==> config.mk <==
export PLATFORM = sky130hd
export DESIGN_NAME = lop_norm_ctrl_flat
export DESIGN_NICKNAME = d
export VERILOG_FILES = /design/src/rtl/lop_norm_ctrl_if.sv /design/src/rtl/lop_norm_ctrl.sv /design/src/flat_wrapper.sv
export SDC_FILE = /design/constraint.sdc
export NUM_CORES = 1
export LEC_CHECK = 0
export CAP_MARGIN = 30
export CORE_MARGIN = 4
export CORE_UTILIZATION = 40
export DETAILED_ROUTE_END_ITERATION = 8
export GPL_TIMING_DRIVEN = 0
export MAX_ROUTING_LAYER = met4
export PLACE_DENSITY = 0.76
export REMOVE_ABC_BUFFERS = 1
export SLEW_MARGIN = 5
export SYNTH_ARGS = -nofsm -noshare
export SYNTH_HDL_FRONTEND = slang
export SYNTH_SLANG_ARGS = --single-unit
export TNS_END_PERCENT = 10
==> constraint.sdc <==
create_clock -name clk -period 3 [get_ports clk]
set_clock_uncertainty 0.1 [all_clocks]
set_input_delay 0.6 -clock clk [delete_from_list [all_inputs] [get_ports clk]]
set_output_delay 0.6 -clock clk [all_outputs]
set_load 0.01 [all_outputs]
==> src/rtl/lop_norm_ctrl_if.sv <==
// Signal bundle between the normalisation controller, its requester, the LOP predictor
// and the result consumer.
interface lop_norm_ctrl_if #(
  parameter int unsigned DATA_WIDTH  = 8,
  parameter int unsigned SHIFT_WIDTH = $clog2(DATA_WIDTH)
);
  logic                   in_valid;
  logic                   in_ready;
  logic [DATA_WIDTH-1:0]  in_A;
  logic [DATA_WIDTH-1:0]  in_B;

  logic                   lop_enable;
  logic [DATA_WIDTH-1:0]  lop_data_A;
  logic [DATA_WIDTH-1:0]  lop_data_B;
  logic [SHIFT_WIDTH-1:0] lop_nshift;
  logic                   lop_nshift_correct;
  logic                   lop_not_zero;

  logic                   out_valid;
  logic                   out_ready;
  logic [DATA_WIDTH-1:0]  res_mant;
  logic [SHIFT_WIDTH-1:0] res_shift;
  logic                   res_sign;
  logic                   res_zero;
  logic                   res_corr;
  logic                   res_hint;
  logic                   res_err;
  logic                   busy;

  modport master (
    output in_valid, in_A, in_B, lop_nshift, lop_nshift_correct, lop_not_zero, out_ready,
    input  in_ready, lop_enable, lop_data_A, lop_data_B, out_valid,
    input  res_mant, res_shift, res_sign, res_zero, res_corr, res_hint, res_err, busy
  );

  modport slave (
    input  in_valid, in_A, in_B, lop_nshift, lop_nshift_correct, lop_not_zero, out_ready,
    output in_ready, lop_enable, lop_data_A, lop_data_B, out_valid,
    output res_mant, res_shift, res_sign, res_zero, res_corr, res_hint, res_err, busy
  );
endinterface

==> src/rtl/lop_norm_ctrl.sv <==
// Sequences a subtract-and-normalise operation around an external leading-one predictor,
// applying the one-bit LOP correction and flagging inconsistent predictions.
module lop_norm_ctrl #(
  parameter int unsigned DATA_WIDTH  = 8,
  parameter int unsigned SHIFT_WIDTH = $clog2(DATA_WIDTH)
) (
  input logic           clk,
  input logic           rst,
  lop_norm_ctrl_if.slave bus
);

  typedef enum logic [2:0] {StIdle, StPred, StNorm, StFix, StDone} state_e;

  state_e state_q, state_d;

  logic [DATA_WIDTH-1:0]  op_a_q, op_b_q;
  logic [DATA_WIDTH-1:0]  mag_q;
  logic [DATA_WIDTH-1:0]  norm_q;
  logic [SHIFT_WIDTH-1:0] shift_q;
  logic                   sign_q, zero_q, corr_q, hint_q, err_q;

  logic                    in_lt;
  logic [DATA_WIDTH:0]     diff_ab, diff_ba;
  logic [DATA_WIDTH-1:0]   mag_d;
  logic [2*DATA_WIDTH-1:0] shifted;
  logic                    shift_lost;
  logic                    mag_nz;
  logic                    need_fix;

  always_comb begin
    in_lt   = bus.in_A < bus.in_B;
    diff_ab = {1'b0, bus.in_A} - {1'b0, bus.in_B};
    diff_ba = {1'b0, bus.in_B} - {1'b0, bus.in_A};
    mag_d   = in_lt ? diff_ba[DATA_WIDTH-1:0] : diff_ab[DATA_WIDTH-1:0];
  end

  // Double-width shift so bits pushed past the MSB remain visible for error detection.
  always_comb begin
    shifted    = {{DATA_WIDTH{1'b0}}, mag_q} << bus.lop_nshift;
    shift_lost = |shifted[2*DATA_WIDTH-1:DATA_WIDTH];
    mag_nz     = |mag_q;
    need_fix   = (|norm_q) && !norm_q[DATA_WIDTH-1];
  end

  always_ff @(posedge clk) begin
    if (rst) begin
      state_q <= StIdle;
    end else begin
      state_q <= state_d;
    end
  end

  always_comb begin
    state_d = state_q;
    unique case (state_q)
      StIdle: if (bus.in_valid) state_d = StPred;
      StPred: state_d = StNorm;
      StNorm: state_d = StFix;
      StFix:  state_d = StDone;
      StDone: if (bus.out_ready) state_d = StIdle;
      default: state_d = StIdle;
    endcase
  end

  always_ff @(posedge clk) begin
    if (rst) begin
      op_a_q  <= '0;
      op_b_q  <= '0;
      mag_q   <= '0;
      norm_q  <= '0;
      shift_q <= '0;
      sign_q  <= 1'b0;
      zero_q  <= 1'b0;
      corr_q  <= 1'b0;
      hint_q  <= 1'b0;
      err_q   <= 1'b0;
    end else begin
      unique case (state_q)
        StIdle: begin
          if (bus.in_valid) begin
            op_a_q <= bus.in_A;
            op_b_q <= bus.in_B;
            sign_q <= in_lt;
            mag_q  <= mag_d;
          end
        end
        StNorm: begin
          norm_q  <= shifted[DATA_WIDTH-1:0];
          shift_q <= mag_nz ? bus.lop_nshift : '0;
          hint_q  <= bus.lop_nshift_correct;
          zero_q  <= !mag_nz;
          corr_q  <= 1'b0;
          err_q   <= shift_lost || (bus.lop_not_zero != mag_nz);
        end
        StFix: begin
          if (need_fix) begin
            if (shift_q == SHIFT_WIDTH'(DATA_WIDTH - 1)) begin
              err_q <= 1'b1;
            end else begin
              norm_q  <= norm_q << 1;
              shift_q <= shift_q + SHIFT_WIDTH'(1);
              corr_q  <= 1'b1;
              // The predictor may only be one short; anything worse is reported.
              if (!norm_q[DATA_WIDTH-2]) err_q <= 1'b1;
            end
          end
        end
        default: ;
      endcase
    end
  end

  always_comb begin
    bus.in_ready   = (state_q == StIdle);
    bus.busy       = (state_q != StIdle);
    bus.lop_enable = (state_q == StPred);
    bus.out_valid  = (state_q == StDone);
    bus.lop_data_A = op_a_q;
    bus.lop_data_B = op_b_q;
    bus.res_mant   = norm_q;
    bus.res_shift  = shift_q;
    bus.res_sign   = sign_q;
    bus.res_zero   = zero_q;
    bus.res_corr   = corr_q;
    bus.res_hint   = hint_q;
    bus.res_err    = err_q;
  end

endmodule

==> src/flat_wrapper.sv <==
// flat-port wrapper written by rule: the top's interface ports become plain ports
module lop_norm_ctrl_flat 
#(
  parameter int unsigned DATA_WIDTH  = 8,
  parameter int unsigned SHIFT_WIDTH = $clog2(DATA_WIDTH)
)
  (clk, rst, bus_in_valid, bus_in_A, bus_in_B, bus_lop_nshift, bus_lop_nshift_correct, bus_lop_not_zero, bus_out_ready, bus_in_ready, bus_lop_enable, bus_lop_data_A, bus_lop_data_B, bus_out_valid, bus_res_mant, bus_res_shift, bus_res_sign, bus_res_zero, bus_res_corr, bus_res_hint, bus_res_err, bus_busy);
  lop_norm_ctrl_if #(.DATA_WIDTH(DATA_WIDTH), .SHIFT_WIDTH(SHIFT_WIDTH)) bus_i ();
  input logic clk;
  input logic rst;
  input wire logic [$bits(bus_i.in_valid)-1:0] bus_in_valid;
  input wire logic [$bits(bus_i.in_A)-1:0] bus_in_A;
  input wire logic [$bits(bus_i.in_B)-1:0] bus_in_B;
  input wire logic [$bits(bus_i.lop_nshift)-1:0] bus_lop_nshift;
  input wire logic [$bits(bus_i.lop_nshift_correct)-1:0] bus_lop_nshift_correct;
  input wire logic [$bits(bus_i.lop_not_zero)-1:0] bus_lop_not_zero;
  input wire logic [$bits(bus_i.out_ready)-1:0] bus_out_ready;
  output wire logic [$bits(bus_i.in_ready)-1:0] bus_in_ready;
  output wire logic [$bits(bus_i.lop_enable)-1:0] bus_lop_enable;
  output wire logic [$bits(bus_i.lop_data_A)-1:0] bus_lop_data_A;
  output wire logic [$bits(bus_i.lop_data_B)-1:0] bus_lop_data_B;
  output wire logic [$bits(bus_i.out_valid)-1:0] bus_out_valid;
  output wire logic [$bits(bus_i.res_mant)-1:0] bus_res_mant;
  output wire logic [$bits(bus_i.res_shift)-1:0] bus_res_shift;
  output wire logic [$bits(bus_i.res_sign)-1:0] bus_res_sign;
  output wire logic [$bits(bus_i.res_zero)-1:0] bus_res_zero;
  output wire logic [$bits(bus_i.res_corr)-1:0] bus_res_corr;
  output wire logic [$bits(bus_i.res_hint)-1:0] bus_res_hint;
  output wire logic [$bits(bus_i.res_err)-1:0] bus_res_err;
  output wire logic [$bits(bus_i.busy)-1:0] bus_busy;
  assign bus_i.in_valid = bus_in_valid;
  assign bus_i.in_A = bus_in_A;
  assign bus_i.in_B = bus_in_B;
  assign bus_i.lop_nshift = bus_lop_nshift;
  assign bus_i.lop_nshift_correct = bus_lop_nshift_correct;
  assign bus_i.lop_not_zero = bus_lop_not_zero;
  assign bus_i.out_ready = bus_out_ready;
  assign bus_in_ready = bus_i.in_ready;
  assign bus_lop_enable = bus_i.lop_enable;
  assign bus_lop_data_A = bus_i.lop_data_A;
  assign bus_lop_data_B = bus_i.lop_data_B;
  assign bus_out_valid = bus_i.out_valid;
  assign bus_res_mant = bus_i.res_mant;
  assign bus_res_shift = bus_i.res_shift;
  assign bus_res_sign = bus_i.res_sign;
  assign bus_res_zero = bus_i.res_zero;
  assign bus_res_corr = bus_i.res_corr;
  assign bus_res_hint = bus_i.res_hint;
  assign bus_res_err = bus_i.res_err;
  assign bus_busy = bus_i.busy;
  lop_norm_ctrl #(.DATA_WIDTH(DATA_WIDTH), .SHIFT_WIDTH(SHIFT_WIDTH)) u_core (.clk(clk), .rst(rst), .bus(bus_i));
endmodule
---- After elaboration in Yosys (flattened, before gate mapping) ----
Cells that the tools add are included.
cells by class
  add/sub/neg operators ................... 3
  $lt $le $gt $ge ......................... 1
  eq/ne operators ......................... 11
  shift-type cells ........................ 1
  mux-type cells .......................... 18
  reduce and logical (&&, ||, !) cells .... 14
operator list
  kind                 number
  $mux 8               3
  $reduce_or 8->1      3
  $pmux 8 s2           1
  $shl 8x3->16         1
  $sub 8x8->8          2
  $mux 3               5
  $pmux 3 s5           1
  $lt 8x8->1           1
  $eq 3x2->1 const B   2
  $eq 3x3->1 const B   2
  $ne 2x2->1 const B   3
  $pmux 3 s2           1
  $reduce_and 3->1     2
  $mux 1               5
  $pmux 1 s2           2
  $reduce_and 2->1     2
  $add 3x1->3 const B  1
  $eq 3x1->1 const B   1
  $logic_not 3->1      1
  $ne 3x3->1 const B   1
  $reduce_bool 3->1    1
  $logic_not 1->1      2
  $ne 2x1->1 const B   1
  $reduce_bool 2->1    1
  other kinds (3)      3
storage, ports and cells
  register bits after elaboration ......... 43
  input bits .............................. 25
  output and inout bits ................... 36

---- Logic depth before layout (Yosys ltp) ----
Gate-level depths: netlist (run 1).
  depth after elaboration ................. 4
  mapped depth ............................ 9
  mapped depth without buffers ............ 9

---- Least setup slack after synthesis (run 1) ----
Ideal clock, no wire load.
  kind .................................... input-to-reg
  start ................................... input bus_in_A[0]
  end ..................................... register u_core.mag_q[5]
  setup time .............................. 0.062 ns
  data arrival time ....................... 2.390 ns
  setup slack ............................. 0.448 ns
  cell stages on the path ................. 9
  path through ............................ inv_1 -> ha_1 -> fa_1 -> nand2b_2 -> a211oi_4 -> o21ai_4 -> mux2_4 -> a211o_1 -> nand3_1
between the ends
  longest elaborated chain between the ends .. 2
  elaborated cells between the ends (all ways) .. 4
ends and longest elaborated chain
  element                                    line                 text
  start: declaration                         flat_wrapper.sv:12   input wire logic [$bits(bus_i.in_A)-1:0] bus_in_A;
  $sub 8x8->8, or another cell as far along  lop_norm_ctrl.sv:32  diff_ab = {1'b0, bus.in_A} - {1'b0, bus.in_B};
  $mux 8 (*)                                 lop_norm_ctrl.sv:34  mag_d = in_lt ? diff_ba[DATA_WIDTH-1:0] : diff_ab[DATA_WIDTH-1:0];
  end signal: assignment                     lop_norm_ctrl.sv:84  mag_q <= mag_d;
  end: declaration                           lop_norm_ctrl.sv:17  logic [DATA_WIDTH-1:0] mag_q;
Every way passes the cells marked *; elsewhere a longest branch is shown, timed or not.
A chain may end at the register's enable or synchronous reset.

---- Worst setup path in the final report (run 1) ----
  start ................................... input bus_in_B[0]
  end ..................................... register u_core.mag_q[2]
between the ends
  longest elaborated chain between the ends .. 2
  elaborated cells between the ends (all ways) .. 4
ends and longest elaborated chain
  element                                    line                 text
  start: declaration                         flat_wrapper.sv:13   input wire logic [$bits(bus_i.in_B)-1:0] bus_in_B;
  $sub 8x8->8, or another cell as far along  lop_norm_ctrl.sv:32
  $mux 8 (*)                                 lop_norm_ctrl.sv:34
Marks and branches as above.

==> metrics.md, run 1 <==
| Metric | Value |
|---|---|
| Final core occ | 53.59% |
| Worst reg2reg path depth | 7 |
| Reg2reg setup slack | ~770 ps |
| Hold path cells | 2 |
| Largest net degree at the start of global routing | 42 |
| Most used DFF post-synth | dfxtp_1 |
| Sequential area share after synthesis | 31.60% |
| Max-Slew Margin vs Limit | 43.34% |
| Hold_ws | about 360 ps |
| Peak supply drop | between 0.0003 and 0.0004 V |
| Worst setup path class | primary input to flip-flop |
| Min Tclk post-route | 2905 ps |
| # DRC | 0 |
| Min-Delay Endpoint | u_core.bus.res_sign |
| Fillers | 600 |
| Endpoint arrival time on the critical path | just under 3000 ps |
| CP required | 3050 ps |
| Synth Area in Adders | 10.20% |
| TritonRoute pass-1 iters | 4 |
| N_diodes | 0 |
| Root buffer cell | clkbuf_8 |
| Chip width | 90.52 um |
| CTS Buf Count | 5 |
| Worst r2r src | u_core.state_q[0] |
| Mapped Cells | roughly 340 |
| Crit share post-route | 96.84% |
| Post-synth cell types | 57 |
| R2R Path End | u_core.mag_q[7] |
| Setup crit start kind | primary input |
| Worst Path Buf+Inv | 2 |
| Rows | 29 |
| CP max FO | 5 |
| # setup viols final | 0 |
| Total I/O pin count | between 60 and 70 |
| Placed Instances | 458 |
| GR Overflow Total | 0 |
| EDFF count, synth | 0 |
| Die Ht | 90.52 um |
| Starting Density | 41.94% |
| Routed Antenna Nets | 0 |
| Crit-path cells | clkdlybuf4s50_1 > ha_1 > fa_1 > nand2b_2 > a211oi_4 > o21ai_4 > buf_4 > mux2i_1 > xnor2_1 > a211oi_2 |
| Hold buffer count at cts | 0 |
| Fin cells | between 400 and 500 |
| Synthesis-stage register bit count | 43 |
| Area growth syn-to-layout | 27.79% |
| Vias | 2551 |
| Worst min-delay path category | flip-flop to flip-flop |
| Total track usage | ~16% |
| Antenna violations before repair | 0 |
| Setup_tns | 0 ps |
| Skew-Pair Late Insertion Delay | 290 ps |
| Main combinational cell family by area after synthesis | compound AO/OA/AOI/OAI gates |
| Number of global-route vias before repair | 2442 |
| Nets | between 400 and 500 |
| I/O Buffers | 60 |
| Final Max Tran Viols | 0 |
| CTS tree | done |
| Power Dens Cells | 472.7 mW/mm2 |
| Max incr delay on CP | 470 ps |
| CTS clock-pin slew for the worst setup and hold paths | approximately 80 ps |
| Status | finished, final reports clean |
| Critical path capture point type | flip-flop |
| Core Area | 0.006495 mm2 |
| Final Wtd Congestion | 0.8810 |
| DIE AREA | 0.008194 mm2 |
| Synth warn | 0 |
| Final wirelength | between 6000 and 7000 um |
| LEAKAGE | 1.428 nW |
| DP HPWL | 4599 um |
| Iteration-0 DRC Markers | 79 |
| CP max stage cell | clkdlybuf4s50_1 |
| Post-synthesis xor/xnor area fraction | 1.286% |
| Final Total Pwr | 1.645 mW |
| Crit-path leading delay family | buffers and inverters |
| Slew @ Worst Pin | 847.8 ps |
| Clk sinks | 43 |
| Cell Area, Synth | 0.002724 mm2 |
| Average size of a mapped cell | 8.059 um2 |
| DR WL/cell | 13.47 um |
| Via density | 5.451 |
| Synth Area in Compound Gates | 22.60% |
| Htree depth | 2 |
| Synth Area in Simple Gates | 20.90% |
| Share of layout cells above drive strength 1 | around 6.9% |
| Max Cap Viol | 0 |
| Global-route wire length before repair | 10940 um |
| Fmax | 344.2 MHz |
| Mux share of post-synthesis cell area | roughly 7.4% |
| Final Hold Fails | 0 |
| FFs w/ async S/R, synth | 0% |
| Max Root-Sink Buffers | 2 |
| Worst hold start | u_core.bus.res_sign |
[synth_stat cells (2+ instances only)]
master	instances	area share, %
nand2_1	70	9.6
fa_1	2	1.5
a21oi_1	34	6.2
dfxtp_1	43	32
o21ai_0	13	2.4
mux4_2	2	1.7
a211oi_2	2	0.92
a21o_1	5	1.4
a211o_1	2	0.64
nor3_1	3	0.55
o22ai_1	2	0.46
o211ai_1	4	1.1
or3_1	3	0.69
nand2b_2	2	0.64
nor2_1	16	2.2
and2_1	4	0.92
a311oi_1	2	0.64
nor4_1	3	0.69
nand3b_1	3	0.83
a31oi_1	5	1.1
a211oi_1	7	1.9
nand3_1	6	1.1
inv_1	21	2.9
xnor2_1	3	0.96
buf_1	2	0.28
clkbuf_1	7	0.96
a221oi_1	3	0.96
buf_2	7	1.3
nand2b_1	2	0.46
mux2i_1	13	4.8
ha_1	19	8.7
nor3b_1	3	0.83
[worst min-delay path: cells and delay by family, from the launching register on]
kind             cells  cell delay [ps]
AND/OR/NAND/NOR      1               50
AO/OA/AOI/OAI        1               50
flip-flops           1              310
[routing by layer]
| metal | track usage [%] | part of all wire, % | vias to the layer above |
|---|---|---|---|
| met5 | - | 0 | - |
| met4 | 4.592 | 1.0 | 0 |
| met3 | 3.583 | 6.1 | 9 |
| met2 | 26.74 | 47 | 76 |
| met1 | 19.66 | 46 | 1178 |
| li1 | - | - | 1288 |
[stage by stage]
| stage | worst slack [ps] | instance area (um2) |
|---|---|---|
| global route | -0.1257 | 3481 |
| detailed placement | -323.6 | 3346 |
| floorplan | 447.0 | 2639 |
| global placement | -333.3 | 3336 |
| finish | 94.85 | 3481 |
| CTS | 3.753 | 3452 |
[timing repair]
action / 4_1_cts / 5_1_grt
buffers inserted: 0 / 3
pin swaps: 0 / 3
endpoints found under the setup margin: 1 / 3
gates resized for setup: 1 / 2
cloned: 0 / 0
[layout by cell type (no fill, tap or decap), drive strengths merged, types with 3 or more instances in the layout]
master,n
ha,19
nor4,3
o211ai,4
nand2,70
a21oi,35
clkbuf,6
clkdlybuf4s50,58
buf,5
a21o,5
nor3,4
nor3b,3
nand3,6
a211oi,10
nand3b,4
dfxtp,43
xnor2,3
o21ai,14
mux2i,13
nor2,16
inv,21
a221oi,3
or3,3
a31oi,5
and2,6
nand2b,4
[cells by family after synthesis]
kind of cell,Yosys count
muxes,17
DFF,43
adders and majority gates,21
AOI/OAI and AO/OA,91
buffers and inverters,39
xor gates and xnor gates,4
and+or+nand+nor,123
[state kept, by name, summed over array words and instances (netlist names)]
register               count
u_core.bus.res_mant        8
u_core.mag_q               8
u_core.state_q             3
u_core.bus.res_hint        1
u_core.bus.res_err         1
u_core.bus.res_zero        1
u_core.bus.res_sign        1
u_core.bus.lop_data_B      8
u_core.bus.res_shift       3
u_core.bus.lop_data_A      8
u_core.bus.res_corr        1
[worst max path at each step]
stage                           end  cells after the start        start  slack (ps)
finish              u_core.mag_q[2]                     10  bus_in_B[0]          90
global route        u_core.mag_q[7]                      9  bus_in_A[1]        -0.1
global placement    u_core.mag_q[7]                     10  bus_in_A[0]        -330
detailed placement  u_core.mag_q[7]                     10  bus_in_A[0]        -320
floorplan           u_core.mag_q[5]                      9  bus_in_A[0]         450
CTS                 u_core.mag_q[7]                     10  bus_in_A[0]           4
[where the power goes]
group,internal [mW],switching (mW)
registers,0.625,0.0472
logic,0.260,0.277
clock network,0.244,0.192
total,1.13,0.516
[final cells by class]
| type | count | area [um2] | area share, % |
|---|---|---|---|
| clock inverters | 1 | 30.03 | 0.8627 |
| multi-input cells | 256 | 1707 | 49.03 |
| well taps | 77 | 96.34 | 2.768 |
| inverters | 21 | 78.83 | 2.265 |
| flip-flops and latches | 43 | 860.8 | 24.73 |
| clock buffers | 6 | 72.57 | 2.085 |
| repair buffers | 64 | 635.6 | 18.26 |
Power figures use the tool's default switching activity.
==> run 2, diff against run 1 <==
--- a/config.mk
+++ b/config.mk
@@ -8,6 +8,7 @@
 export CAP_MARGIN = 30
 export CORE_MARGIN = 4
 export CORE_UTILIZATION = 40
+export CTS_CLUSTER_DIAMETER = 40
 export DETAILED_ROUTE_END_ITERATION = 8
 export GPL_TIMING_DRIVEN = 0
 export MAX_ROUTING_LAYER = met4
==> results of run 2 <==
The final DEF is identical to that of run 1; final timing and power are the same.
==> run 3, diff against run 2 <==
--- a/config.mk
+++ b/config.mk
@@ -5,6 +5,7 @@
 export SDC_FILE = /design/constraint.sdc
 export NUM_CORES = 1
 export LEC_CHECK = 0
+export ABC_AREA = 1
 export CAP_MARGIN = 30
 export CORE_MARGIN = 4
 export CORE_UTILIZATION = 40
@@ -12,8 +13,9 @@
 export DETAILED_ROUTE_END_ITERATION = 8
 export GPL_TIMING_DRIVEN = 0
 export MAX_ROUTING_LAYER = met4
-export PLACE_DENSITY = 0.76
+export PLACE_DENSITY = 0.75
 export REMOVE_ABC_BUFFERS = 1
+export SETUP_SLACK_MARGIN = 0.4
 export SLEW_MARGIN = 5
 export SYNTH_ARGS = -nofsm -noshare
 export SYNTH_HDL_FRONTEND = slang
==> run 3 against run 2 <==
Compared with the run above:
- worst setup slack better by 480 ps
- via count grew 11%
- cell area rose by 4.9%
- critical path type unchanged
==> metrics.md, run 3 <==
| Metric | Value |
|---|---|
| Worst hold start | u_core.bus.lop_data_A[7] |
| Final wirelength | 6638 um |
| Worst setup path class | primary input to flip-flop |
| Commonest non-fill, non-tap cell in the layout | nand2_1 |
| Skew-Pair Late Insertion Delay | 300 ps |
| Most instantiated library cell after synthesis | nand2_1 |
| Sequential power share | about 41% |
| Fin cells | 595 |
| Max-Slew Margin vs Limit | 49.74% |
| Global-route wire length before repair | 11700 um |
| # DRC | 0 |
| Commonest cells after routing, fill and taps aside | nand2_1 (114), inv_1 (70), clkdlybuf4s50_1 (60) |
| Average size of a mapped cell | 6.548 um2 |
| CP max FO | 28 |
| DR WL/cell | 11.16 um |
| Worst min-delay path category | flip-flop to flip-flop |
| Min-Delay Endpoint | u_core.bus.lop_data_A[7] |
| Top cells by area, synth | dfxtp_1 (30%), nand2_1 (15%), inv_1 (9.0%) |
| Cell Area, Synth | 0.002914 mm2 |
| Top post-synthesis cells by count | nand2_1 (115), inv_1 (70), dfxtp_1 (43) |
| Power Dens Cells | 457.9 mW/mm2 |
| Number of global-route vias before repair | 2709 |
| CTS clock-pin slew for the worst setup and hold paths | around 80 ps |
| Slew @ Worst Pin | 753.1 ps |
| # setup viols final | 0 |
| Reg2reg setup slack | 1140 ps |
| Area growth syn-to-layout | 25.33% |
| Most used DFF post-synth | dfxtp_1 |
| Peak supply drop | 0.0002559 V |
| Storage cell area | 860.8 um2 |
| Max incr delay on CP | 760 ps |
| Worst reg2reg path depth | 8 |
| Area of the multi-input gates | between 0.0015 and 0.002 mm2 |
| Antenna violations before repair | 0 |
| Die Ht | 93.35 um |
| N_diodes | 0 |
| Final Wtd Congestion | 0.9238 |
| Chip width | 93.35 um |
| Rows | 30 |
| Endpoint arrival time on the critical path | roughly 2600 ps |
| CTS tree | done |
| Iteration-0 DRC Markers | around 130 |
| CTS Buf Count | 5 |
| Switching pwr | 598.7 uW |
| Top cell by count, worst path | inv_1 |
| Final Max Tran Viols | 0 |
| Fmax | 412.2 MHz |
| Max Root-Sink Buffers | 2 |
| Post-CTS setup buffers | 0 |
| I/O Buffers | 60 |
| CP required | 3150 ps |
| Final instance area | 0.003652 mm2 |
| Status | finished, final reports clean |
| Htree depth | 2 |
| Critical path capture point type | flip-flop |
| Max Cap Viol | 0 |
| Clk sinks | 43 |
| Comb power frac | between 30% and 40% |
| Via density | 4.751 |
| Final Total Pwr | 1.672 mW |
| Internal power | about 1.1 mW |
| Total I/O pin count | roughly 60 |
| Total track usage | 16.71% |
| Nets | 544 |
| Switching share of power | 35.80% |
| FFs w/ async S/R, synth | 0% |
| Worst Path Buf+Inv | 3 |
| Setup crit start kind | primary input |
| LEAKAGE | around 1.7 nW |
| DP HPWL | 5088 um |
| Hold path cells | 2 |
| Root buffer cell | clkbuf_8 |
| Core Area | just under 0.007 mm2 |
| RSZ-0062 raised after global routing | yes |
| Setup_tns | 0 ps |
| Placed Instances | 587 |
| Yosys top cell area share | 29.54% |
| DIE AREA | roughly 0.0087 mm2 |
| Fillers | 690 |
| Vias | 2827 |
| Synth warn | 0 |
| Worst r2r src | u_core.state_q[0] |
| Synthesis-stage register bit count | 43 |
| Crit-path cells | clkdlybuf4s50_1 > inv_1 > o21ai_0 > o21bai_1 > inv_1 |
| Leading area contributor after synthesis | dfxtp_1 |
| Min Tclk post-route | about 2400 ps |
| TritonRoute pass-1 iters | 4 |
| Mapped Cells | 445 |
| Routed Antenna Nets | 0 |
| Post-synth cell types | 36 |
| R2R Path End | u_core.mag_q[1] |
| Crit share post-route | 80.86% |
| Share of layout cells above drive strength 1 | 5.411% |
| DP Area | 0.003561 mm2 |
| Final core occ | between 50% and 60% |
| Part of the power in the clock network | 22.5% |
| Largest net degree at the start of global routing | 44 |
| Crit-path leading delay family | buffers and inverters |
| GR Overflow Total | 0 |
| CP max stage cell | clkdlybuf4s50_1 |
| EDFF count, synth | 0 |
| Final Hold Fails | 0 |
| Sequential area share after synthesis | slightly below 30% |
| Starting Density | 41.96% |
-- run 3: cell count changes after synthesis, moves of 7 or more --
cell and change:
inv_1 +49, nand2_1 +45, mux2i_1 -11, nor2_1 +18, o21ai_0 +28, a211oi_1 -7
nand3_1 +19
-- run 3: cells by family (layout without fill, tap and decap cells) --
family / Yosys count / count (layout) / synth area share (%)
adder cells (fa/ha/maj): 21 / 21 / 9.532
multiplexers: 2 / 2 / 0.6870
buffers and inverters: 87 / 141 / 12.02
AND/OR/NAND/NOR: 193 / 193 / 28.72
flip-flops: 43 / 43 / 29.54
XOR/XNOR: 6 / 6 / 1.804
AO/OA/AOI/OAI: 93 / 93 / 17.69
-- run 3: worst reg2reg max path: stages (launching register included) --
cell	delay (ps)
dfxtp_1	360
nor2_1	100
inv_1	100
nor2_4	120
nand2_2	130
inv_2	470
o21ai_0	180
o21bai_1	210
inv_1	50
-- run 3: worst max-delay path by stage --
stage                       to  cells after the start  slack, ps   startpoint
4_1_cts        u_core.mag_q[5]                     11        460  bus_in_A[0]
2_1_floorplan  u_core.mag_q[3]                     10        920  bus_in_A[0]
6_report       u_core.mag_q[1]                      5        570          rst
3_3_place_gp   u_core.mag_q[3]                     11        180  bus_in_A[0]
3_5_place_dp   u_core.mag_q[5]                     11        150  bus_in_A[0]
5_1_grt        u_core.mag_q[1]                      5        390          rst
-- run 3: area by class of cell --
cell class / count / area share, %
repair buffers: 60 / 16.44
multi-input cells: 315 / 46.90
well taps: 96 / 3.289
clock inverters: 1 / 0.1370
clock buffers: 7 / 2.090
inverters: 73 / 7.571
flip-flops and latches: 43 / 23.57
-- run 3: metal layers --
layer	global-route usage, %	vias to the layer above	wire length (um)
met1	19.48	1249	3059
met2	29.12	56	3212
met5	-	-	0
met4	5.250	0	78
met3	2.977	6	287
li1	-	1516	-
-- run 3: through the flow --
stage / setup WS [ps] / hold WS, ps
after floorplan: 921.2 / 382.8
after global placement: 182.7 / 353.1
after detailed placement: 148.3 / 358.7
after CTS: 463.2 / 371.6
after global routing: 387.9 / 391.5
final: 574.1 / 369.1
-- run 3: power groups by stage --
| stage | sequential, mW | clock (mW) | combinational [mW] |
|---|---|---|---|
| floorplan | 0.716 | 0 | 0.353 |
| finish | 0.687 | 0.376 | 0.610 |
| global placement | 0.699 | 0 | 0.598 |
| global route | 0.698 | 0.418 | 0.690 |
| CTS | 0.687 | 0.388 | 0.611 |
| detailed placement | 0.699 | 0 | 0.607 |
-- run 3: timing repair --
item	4_1_cts	5_1_grt
endpoints found under the setup margin	0	7
endpoints found under the hold margin	0	0
hold buffers	0	0
resized for setup	0	2
